==> src/rtl/reset_run_sequencer.sv <==
// Staggered multi-domain reset release with sticky done capture, optional run timeout,
// restart without external reset, and a saturating run-cycle counter.
module reset_run_sequencer #(
    parameter int unsigned RST_CYCLES = 4,
    parameter int unsigned NUM_CH     = 2,
    parameter int unsigned STAGE_GAP  = 2,
    parameter int unsigned TIMEOUT    = 0,
    parameter int unsigned CNT_W      = 24
) (
    input  logic              clock,
    input  logic              reset,
    input  logic              in_restart,
    input  logic [NUM_CH-1:0] in_done,
    output logic [NUM_CH-1:0] out_reset,
    output logic [NUM_CH-1:0] out_run,
    output logic              out_finish,
    output logic              out_timeout,
    output logic [CNT_W-1:0]  out_cycles
);

    localparam int unsigned HoldW = $clog2(RST_CYCLES + 1);
    localparam int unsigned GapW  = $clog2(STAGE_GAP + 1);
    localparam logic [HoldW-1:0] HoldLast = HoldW'(RST_CYCLES);
    localparam logic [GapW-1:0]  GapLast  = GapW'(STAGE_GAP - 1);
    localparam logic [CNT_W-1:0] CntMax   = '1;

    typedef enum logic [2:0] {StHold, StStagger, StRun, StFinish, StTimeout} state_e;

    state_e             state_q, state_d;
    logic [HoldW-1:0]   hold_cnt_q, hold_cnt_d;
    logic [GapW-1:0]    gap_cnt_q, gap_cnt_d;
    logic [NUM_CH-1:0]  done_q, done_d;
    logic [NUM_CH-1:0]  out_reset_q, out_reset_d;
    logic [NUM_CH-1:0]  out_run_q, out_run_d;
    logic               out_finish_q, out_finish_d;
    logic               out_timeout_q, out_timeout_d;
    logic [CNT_W-1:0]   out_cycles_q, out_cycles_d;

    logic [NUM_CH-1:0]  done_cap;
    logic [NUM_CH-1:0]  reset_next;
    logic               all_done;
    logic               timed_out;
    logic               active;

    // Done is only trusted from domains already out of reset.
    assign done_cap   = done_q | (in_done & ~out_reset_q);
    assign all_done   = &done_cap;
    // Clearing the lowest set bit releases domains in index order.
    assign reset_next = out_reset_q & (out_reset_q - NUM_CH'(1));
    assign timed_out  = (TIMEOUT != 0) && (64'(out_cycles_q) >= 64'(TIMEOUT));
    assign active     = (state_q == StStagger) || (state_q == StRun);

    always_comb begin
        state_d       = state_q;
        hold_cnt_d    = hold_cnt_q;
        gap_cnt_d     = gap_cnt_q;
        done_d        = done_cap;
        out_reset_d   = out_reset_q;
        out_finish_d  = out_finish_q;
        out_timeout_d = out_timeout_q;
        out_cycles_d  = out_cycles_q;

        unique case (state_q)
            StHold: begin
                if (hold_cnt_q == HoldLast) begin
                    out_reset_d = reset_next;
                    gap_cnt_d   = '0;
                    state_d     = (reset_next == '0) ? StRun : StStagger;
                end else begin
                    hold_cnt_d = hold_cnt_q + HoldW'(1);
                end
            end
            StStagger: begin
                if (gap_cnt_q == GapLast) begin
                    out_reset_d = reset_next;
                    gap_cnt_d   = '0;
                    if (reset_next == '0) begin
                        state_d = StRun;
                    end
                end else begin
                    gap_cnt_d = gap_cnt_q + GapW'(1);
                end
            end
            StRun: begin
            end
            StFinish, StTimeout: begin
                if (in_restart) begin
                    state_d       = StHold;
                    // The restart edge itself counts as the first hold cycle.
                    hold_cnt_d    = HoldW'(1);
                    gap_cnt_d     = '0;
                    done_d        = '0;
                    out_reset_d   = '1;
                    out_finish_d  = 1'b0;
                    out_timeout_d = 1'b0;
                    out_cycles_d  = '0;
                end
            end
            default: begin
                state_d = StHold;
            end
        endcase

        if (active) begin
            if (out_cycles_q != CntMax) begin
                out_cycles_d = out_cycles_q + CNT_W'(1);
            end
            if (all_done) begin
                state_d      = StFinish;
                out_reset_d  = out_reset_q;
                out_finish_d = 1'b1;
            end else if (timed_out) begin
                state_d       = StTimeout;
                out_reset_d   = '1;
                out_finish_d  = 1'b1;
                out_timeout_d = 1'b1;
            end
        end

        out_run_d = ((state_d == StFinish) || (state_d == StTimeout)) ? '0 : ~out_reset_d;
    end

    always_ff @(posedge clock) begin
        if (reset) begin
            state_q       <= StHold;
            hold_cnt_q    <= '0;
            gap_cnt_q     <= '0;
            done_q        <= '0;
            out_reset_q   <= '1;
            out_run_q     <= '0;
            out_finish_q  <= 1'b0;
            out_timeout_q <= 1'b0;
            out_cycles_q  <= '0;
        end else begin
            state_q       <= state_d;
            hold_cnt_q    <= hold_cnt_d;
            gap_cnt_q     <= gap_cnt_d;
            done_q        <= done_d;
            out_reset_q   <= out_reset_d;
            out_run_q     <= out_run_d;
            out_finish_q  <= out_finish_d;
            out_timeout_q <= out_timeout_d;
            out_cycles_q  <= out_cycles_d;
        end
    end

    assign out_reset   = out_reset_q;
    assign out_run     = out_run_q;
    assign out_finish  = out_finish_q;
    assign out_timeout = out_timeout_q;
    assign out_cycles  = out_cycles_q;

endmodule

==> config.mk <==
export PLATFORM = sky130hd
export DESIGN_NAME = reset_run_sequencer
export DESIGN_NICKNAME = d
export VERILOG_FILES = /design/src/rtl/reset_run_sequencer.sv
export SDC_FILE = /design/constraint.sdc
export NUM_CORES = 1
export LEC_CHECK = 0
export CAP_MARGIN = 20
export CORE_MARGIN = 3
export CORE_UTILIZATION = 47
export CTS_CLUSTER_DIAMETER = 80
export DETAILED_ROUTE_END_ITERATION = 12
export GPL_ROUTABILITY_DRIVEN = 1
export PLACE_DENSITY_LB_ADDON = 0.2
export SLEW_MARGIN = 20
export SYNTH_ARGS = -nofsm -noshare
export SYNTH_HDL_FRONTEND = slang
export SYNTH_SLANG_ARGS = --single-unit
==> constraint.sdc <==
create_clock -name clock -period 2.25 [get_ports clock]
set_input_delay 0.3375 -clock clock [delete_from_list [all_inputs] [get_ports clock]]
set_output_delay 0.3375 -clock clock [all_outputs]
set_load 0.02 [all_outputs]
Yosys cells after proc, flatten, opt, wreduce, memory -nomap -nowiden --
Cells that the tools add are included.
Storage, ports and cells: flip-flop bits (word level) 39, bits of input ports 5, output and inout bits 30, word-level logic and storage cells 71
Cells by class: $add $sub $neg 4, equal/unequal tests 12, mux-type cells 31, bitwise logic cells 5, reduce and logical (&&, ||, !) cells 11
Operators with widths (count):
- 2-to-1 mux 24 bit | 4
- adder 24 x 1 -> 24 bit, second input constant | 1
- 2-to-1 mux 3 bit | 8
- != test 24 bit, second input constant | 1
- 2-to-1 mux 2 bit | 11
- case mux 2 bit (3 select lines) | 2
- case mux 3 bit (4 select lines) | 1
- equality test 3 x 2 -> 1 bit, second input constant | 3
- equality test 3 bit, second input constant | 3
- != test 2 bit, second input constant | 3
- case mux 3 bit (2 select lines) | 1
- AND reduction 3 bit | 2
- AND 2 bit | 2
- 2-to-1 mux 1 bit | 4
- inverter 2 bit | 2
- OR reduction 2 bit | 2
- adder 3 x 1 -> 3 bit, second input constant | 1
- equality test 3 x 1 -> 1 bit, second input constant | 1
- logical NOT 3 bit | 1
- nonzero test 3 bit | 1
- adder 2 x 1 -> 2 bit, second input constant | 1
- equality test 2 x 1 -> 1 bit, second input constant | 1
- logical NOT 2 bit | 1
- logical OR 1 bit | 2
- other kinds (4) | 4

Logic depth before layout (Yosys ltp) --
Gate-level depths: netlist of run 1.
depth in word-level cells 11, depth in mapped cells 8, gate-level depth less buffers 7

Least setup slack after synthesis of run 1 --
OpenSTA, ideal clock, no wires.
kind reg-to-reg, start reg out_cycles_q[3] (netlist: out_cycles[3]), end reg out_cycles_q[23] (netlist: out_cycles[23]), library setup time 0.062 ns, data arrival time 2.215 ns, required time 2.188 ns, slack -0.027 ns, stages on the path, launching flop included 6, buffers on the path 0, clock period less this slack 2.277 ns, cell sequence dfxtp_1 -> nand4_2 -> or4_4 -> or4_4 -> or4_1 -> nand3_1
Between the ends: cells in the longest elaborated chain, start to end 3, elaborated cells on any way between the ends 4, classes of those cells 1 x add/sub; 1 x eq/ne; 2 x mux
RTL lines:
- start: declaration | RTL line 37 | logic [CNT_W-1:0] out_cycles_q, out_cycles_d;
- start signal: assignment | RTL line 143 | out_cycles_q <= out_cycles_d;
- adder 24 x 1 -> 24 bit or != test 24 bit (tied branches) | RTL line 106, 105
- 2-to-1 mux 24 bit (*) | RTL line 105 | if (out_cycles_q != CntMax) begin
- 2-to-1 mux 24 bit (*) | RTL line 104 | if (active) begin
Every way passes the cells marked *; elsewhere a longest branch is shown, timed or not. A chain may end at the register's enable or synchronous reset.

Worst setup path in the final report of run 1 --
start reg out_cycles_q[7] (netlist: out_cycles[7]), end reg out_cycles_q[23] (netlist: out_cycles[23])
Same word-level chain as after synthesis.

==> flow_metrics.py, run 1 <==
metrics = {
    "route": {
        "dr.pass1.iters": 4,
        "routed_via_density": 5.53,
        "drcViolationCount": 0,
        "vias": 1930,
        "antenna_left": 0,
        "drt_iter0_markers": 92,
        "drt_wl_total_um": 4650,
        "wl_per_cell_um": 13.3,
    },
    "setup_path": {
        "criticalPathCategory": "flop to flop",
        "r2r-start": "out_cycles[7]",
        "worstSetupEndpoint": "out_cycles[23]",
        "reg2reg_slack_ns": 0.1,
        "cp-startpoint": "out_cycles[7]",
        "worst_r2r_path_depth": 5,
        "cp_max_fo": 6,
        "crit_path_start_kind": "flop",
        "cp.arrival_ns": 2.39,
        "endpoint_kind": "flop",
        "reg2reg_to": "out_cycles[23]",
        "required_ns": 2.48,
    },
    "power_and_ir_drop": {
        "p_leak_nw": 0.972,
        "powerDensity_mw_per_mm2": 567,
        "ir_drop_v": 0.000366,
        "pwr-share-clk": 0.351,
        "seqPwrFrac": 0.506,
        "power.internal_mw": 1.09,
        "p_switching_mw": 0.382,
        "sw_frac_of_total": 0.260,
        "comb_power_share": 0.143,
    },
    "sta": {
        "finalHoldViolations": 0,
        "rsz0062_at_grt": "false",
        "finalSetupTns_ns": 0,
        "setup_viol": 0,
        "fin_crit_sh": 0.958,
        "slew_viol_final": 0,
        "tightest_slew_ns": 0.629,
        "period_needed_ns": 2.15,
        "max_freq_ghz": 0.464,
        "clock_skew_ns": 0.00726,
        "max-slew-margin-rel": 0.578,
    },
    "final_layout": {
        "fillerInstances": 384,
        "design_area_mm2": 0.00259,
        "num_antenna_cells": 0,
        "drive_gt1_frac": 0.137,
        "finalNetCount": 306,
        "area_delta_synth_final_pct": 27.9,
    },
    "clock_tree": {
        "clk_pin_slew_ns": 0.08,
        "cts_resized": 0,
        "htree_levels": 2,
        "cts.sinks": 39,
        "cts_tree": "done",
        "clock_path_buffers": 2,
        "post_cts_buffers": 0,
        "cts_hold_buf": 0,
        "numCtsBuffers": 5,
        "ctsRootBufferMaster": "clkbuf_8",
        "worst_skew_pair.late_latency_ns": 0.29,
    },
    "floorplanning": {
        "fp.dieH_um": 71.7,
        "die_x_um": 71.7,
        "coreArea_mm2": 0.00409,
        "dieArea_mm2": 0.00513,
        "fp-row-count": 23,
        "io_pins": 35,
        "start_util": 0.496,
    },
    "run_status": {
        "status": "finished, final reports clean",
    },
    "synth": {
        "yosysTopAreaCell": "dfxtp_1",
        "synth_edf_count": 0,
        "synth-seq-cells": 39,
        "yosysSeqAreaShare": 0.385,
        "netlist_instances": 255,
        "synth_fp_nets": 263,
        "yosys_warnings": 0,
        "avgSynthCellArea_um2": 7.94,
        "async_flop_share": 0,
        "yosysUniqueCellTypes": 51,
        "synth_top_cell_area_share": 0.385,
        "synth-main-ff-cell": "dfxtp_1",
        "netlist_area_mm2": 0.00203,
        "yosys-top-cells-area": "dfxtp_1 (39%), nand2_1 (6.9%), nor2_1 (4.3%)",
    },
    "job": {
        "cap_violations": 0,
    },
    "global_route": {
        "grt_max_degree": 19,
        "track_usage": 0.193,
        "grt_pass1_vias": 1739,
        "grt_pass1_wl_um": 8050,
        "grt_overflow": 0,
        "antenna_found_initial": 0,
    },
    "placed_design": {
        "post_dp_cell_area_mm2": 0.00249,
        "port-buffer-count": 33,
        "finalWeightedCongestion": 0.862,
        "post-dp-hpwl_um": 3420,
    },
    "hold_path": {
        "hold_class": "flop to flop",
    },
}
## cells by family after synthesis
group                    count (synthesis)  share of synthesized area
AND/OR/NAND/NOR                        124                      0.318
flip-flops                              39                      0.385
other                                    1                    0.00185
AO/OA/AOI/OAI                           52                      0.173
buffers and inverters                   24                     0.0488
XOR/XNOR                                 8                     0.0346
multiplexers                             4                     0.0198
adder cells (fa/ha/maj)                  3                     0.0185
## worst min path at each step
stage,start,to,slack [ns],cells after the start
after global placement,gap_cnt_q[1],gap_cnt_q[1],0.45,1
after detailed placement,gap_cnt_q[1],gap_cnt_q[1],0.45,1
after floorplan,gap_cnt_q[1],gap_cnt_q[1],0.44,1
final,gap_cnt_q[1],gap_cnt_q[1],0.47,1
after CTS,gap_cnt_q[1],gap_cnt_q[1],0.47,1
after global routing,gap_cnt_q[1],gap_cnt_q[1],0.48,1
## sequential cells by signal, summed over array words and instances (netlist names)
| register | cells |
|---|---|
| out_run | 2 |
| done_q | 2 |
| state_q | 3 |
| out_cycles | 24 |
| gap_cnt_q | 2 |
| hold_cnt_q | 3 |
| out_reset | 2 |
| out_finish | 1 |
## cell usage after synthesis, types with 2 or more instances
cell      count
inv_1        10
or2_2         4
a21oi_1      14
or4_2         3
or4_1         4
a211oi_1      4
a21o_1        3
o211ai_1      5
or4_4         2
and3_1        3
o21ai_0       7
nand4_1       3
nor2_1       23
ha_1          3
o41ai_1       2
nand2_1      37
o21a_1        3
a211o_1       2
nand3b_1      2
nor3_1        8
dfxtp_1      39
xnor2_1       5
o31ai_1       2
mux2i_1       4
clkbuf_1      8
a31oi_1       2
buf_2         4
nor2b_1       3
or3_1         5
xor2_1        3
and4_1        2
nand3_1      13
nor4_1        5
## worst max-delay path, stage by stage, from the launching register on
cell and delay (ns):
dfxtp_1 0.41, nand3_1 0.15, or4_4 0.55, or4_4 0.50
or4_1 0.40, nand3_1 0.09
## layout by cell type (no fill, tap or decap), drive strengths merged, types with 6 or more instances in the layout
master,count
dfxtp,39
nand2,37
clkdlybuf4s50,33
nor2,23
buf,17
a21oi,14
nand3,13
inv,10
or4,9
nor3,8
clkbuf,8
o21ai,7
or3,6
## through the flow
stage | total power, mW | worst slack (ns) | hold WS, ns | std cells | util
after floorplan | 0.905 | 0.00582 | 0.437 | 255 | -
after global placement | 0.966 | 0.139 | 0.451 | 341 | 0.609
after detailed placement | 0.968 | 0.103 | 0.455 | 341 | 0.609
after CTS | 1.48 | 0.0900 | 0.467 | 349 | 0.633
after global routing | 1.54 | 0.000275 | 0.482 | 349 | 0.634
final | 1.47 | 0.0956 | 0.465 | 349 | 0.634
## per-layer routing
layer	global-route usage	up-vias	wire, um
li1	-	989	-
met1	0.276	883	2360
met2	0.296	52	2000
met3	0.0337	6	220
met4	0.0626	0	63
met5	0	-	0
## power by group through the flow
stage | Combinational (mW) | Sequential, mW | Clock (mW)
global placement | 0.207 | 0.758 | 0
floorplan | 0.142 | 0.763 | 0
detailed placement | 0.208 | 0.759 | 0
finish | 0.210 | 0.743 | 0.516
CTS | 0.210 | 0.743 | 0.527
global route | 0.237 | 0.747 | 0.556
## cell type report
| class | instances | area [um^2] | share of cell area |
|---|---|---|---|
| multi-input cells | 192 | 1150 | 0.443 |
| flip-flops and latches | 39 | 785 | 0.303 |
| repair buffers | 50 | 458 | 0.177 |
| clock buffers | 8 | 100 | 0.0386 |
| well taps | 50 | 62.6 | 0.0241 |
| inverters | 10 | 37.5 | 0.0145 |
No activity file was read; power rests on OpenSTA's default activity.
==> inputs of run 2 (changes only) <==
==> constraint.sdc (replaced) <==
create_clock -name clock -period 2.25 [get_ports clock]
set_input_delay 0.225 -clock clock [delete_from_list [all_inputs] [get_ports clock]]
set_output_delay 0.225 -clock clock [all_outputs]
set_load 0.02 [all_outputs]
==> flow_metrics.py, run 2 (synthesized netlist as in run 1, its figures left out) <==
metrics = {
    "power_and_ir_drop": {
        "sw_frac_of_total": 0.268,
        "seqPwrFrac": 0.519,
        "p_switching_mw": 0.383,
        "power.internal_mw": 1.05,
        "powerDensity_mw_per_mm2": 555,
        "comb_power_share": 0.147,
        "ir_drop_v": 0.000345,
        "p_leak_nw": 0.968,
        "pwr-share-clk": 0.334,
        "power_mw": 1.43,
    },
    "final_layout": {
        "fillerInstances": 348,
        "drive_gt1_frac": 0.134,
        "stdcell_count": 348,
        "final_core_util": 0.630,
        "area_delta_synth_final_pct": 27.2,
        "mostFrequentLayoutCells": "nand2_1 (37), dfxtp_1 (36), clkdlybuf4s50_1 (33)",
        "num_antenna_cells": 0,
        "multi_input_area_mm2": 0.00115,
        "finalNetCount": 306,
        "seqCellArea_um2": 785,
        "final_common_cell": "nand2_1",
        "largest_reg_flops": 24,
        "design_area_mm2": 0.00258,
    },
    "floorplanning": {
        "start_util": 0.496,
        "fp.dieH_um": 71.7,
        "fp-row-count": 23,
        "coreArea_mm2": 0.00409,
        "die_x_um": 71.7,
        "io_pins": 35,
        "dieArea_mm2": 0.00513,
    },
    "setup_path": {
        "cp-startpoint": "out_cycles[8]",
        "critPathSlowestCell": "or4_4",
        "reg2reg_slack_ns": 0.1,
        "cp.arrival_ns": 2.39,
        "max_stage_delay_ns": 0.55,
        "worst_r2r_path_depth": 5,
        "cp_max_fo": 6,
        "reg2reg_to": "out_cycles[23]",
        "r2r-start": "out_cycles[8]",
        "required_ns": 2.49,
        "endpoint_kind": "flop",
        "crit_path_start_kind": "flop",
        "criticalPathCategory": "flop to flop",
        "path_cells": "nand3_1, or4_4, or4_4, or4_1, nand3_1",
    },
    "hold_path": {
        "holdCritStartpoint": "gap_cnt_q[1]",
        "min_to": "gap_cnt_q[1]",
        "hold_class": "flop to flop",
        "holdPathStages": 1,
    },
    "route": {
        "vias": 1954,
        "wl_per_cell_um": 13.8,
        "drcViolationCount": 0,
        "drt_wl_total_um": 4790,
        "antenna_left": 0,
        "routed_via_density": 5.61,
        "drt_iter0_markers": 139,
        "dr.pass1.iters": 4,
    },
    "sta": {
        "fin_crit_sh": 0.957,
        "max_freq_ghz": 0.465,
        "holdWs_ns": 0.463,
        "clock_skew_ns": 0.00910,
        "period_needed_ns": 2.15,
        "finalHoldViolations": 0,
        "slew_viol_final": 0,
        "tightest_slew_ns": 0.827,
        "setup_viol": 0,
        "finalSetupTns_ns": 0,
        "worst_slack_ns": 0.0973,
        "max-slew-margin-rel": 0.447,
        "rsz0062_at_grt": "false",
    },
    "clock_tree": {
        "clk_pin_slew_ns": 0.08,
        "cts_tree": "done",
        "cts.sinks": 39,
        "post_cts_buffers": 0,
        "numCtsBuffers": 5,
        "clock_path_buffers": 2,
        "cts_hold_buf": 0,
        "ctsRootBufferMaster": "clkbuf_8",
        "htree_levels": 2,
        "cts_resized": 0,
        "worst_skew_pair.late_latency_ns": 0.29,
    },
    "placed_design": {
        "port-buffer-count": 33,
        "post-dp-hpwl_um": 3520,
        "finalWeightedCongestion": 0.804,
        "post_dp_cell_area_mm2": 0.00249,
        "dp_cells": 341,
        "pre_cts_ws_ns": 0.129,
    },
    "job": {
        "cap_violations": 0,
    },
    "global_route": {
        "grt_max_degree": 15,
        "grt_pass1_vias": 1760,
        "track_usage": 0.194,
        "grt_pass1_wl_um": 8010,
        "grt_overflow": 0,
        "antenna_found_initial": 0,
    },
    "run_status": {
        "status": "finished, final reports clean",
    },
}
[run 2: layout make-up]
type,count,area share
timing repair buffer,50,0.178
clock buffer,6,0.0321
inverter,10,0.0146
multi-input combinational,192,0.445
clock inverter,1,0.00194
tap,50,0.0243
sequential,39,0.305
[run 2: worst max-delay path by stage]
| stage | endpoint | slack, ns | cells past startpoint |
|---|---|---|---|
| floorplan | out_cycles[23] | 0.006 | 5 |
| global placement | out_cycles[23] | 0.16 | 5 |
| detailed placement | out_cycles[23] | 0.13 | 5 |
| CTS | out_cycles[23] | 0.11 | 5 |
| global route | out_cycles[23] | 0.0009 | 5 |
| finish | out_cycles[23] | 0.1 | 5 |
[run 2: critical path: cells and delay by family (launching register included)]
family	cells	cell delay, ns
flops	1	0.40
simple gates	5	1.69
[run 2: power groups by stage]
stage | sequential, mW | combinational, mW | clock (mW)
CTS | 0.743 | 0.211 | 0.486
global placement | 0.758 | 0.206 | 0
detailed placement | 0.759 | 0.210 | 0
global route | 0.745 | 0.239 | 0.509
floorplan | 0.763 | 0.142 | 0
finish | 0.743 | 0.210 | 0.478
[run 2: metal layers]
| metal | vias to the layer above | track usage | part of all wire |
|---|---|---|---|
| li1 | 996 | - | - |
| met1 | 885 | 0.283 | 0.49 |
| met2 | 67 | 0.281 | 0.44 |
| met3 | 6 | 0.0365 | 0.060 |
| met4 | 0 | 0.0772 | 0.012 |
| met5 | - | 0 | 0 |
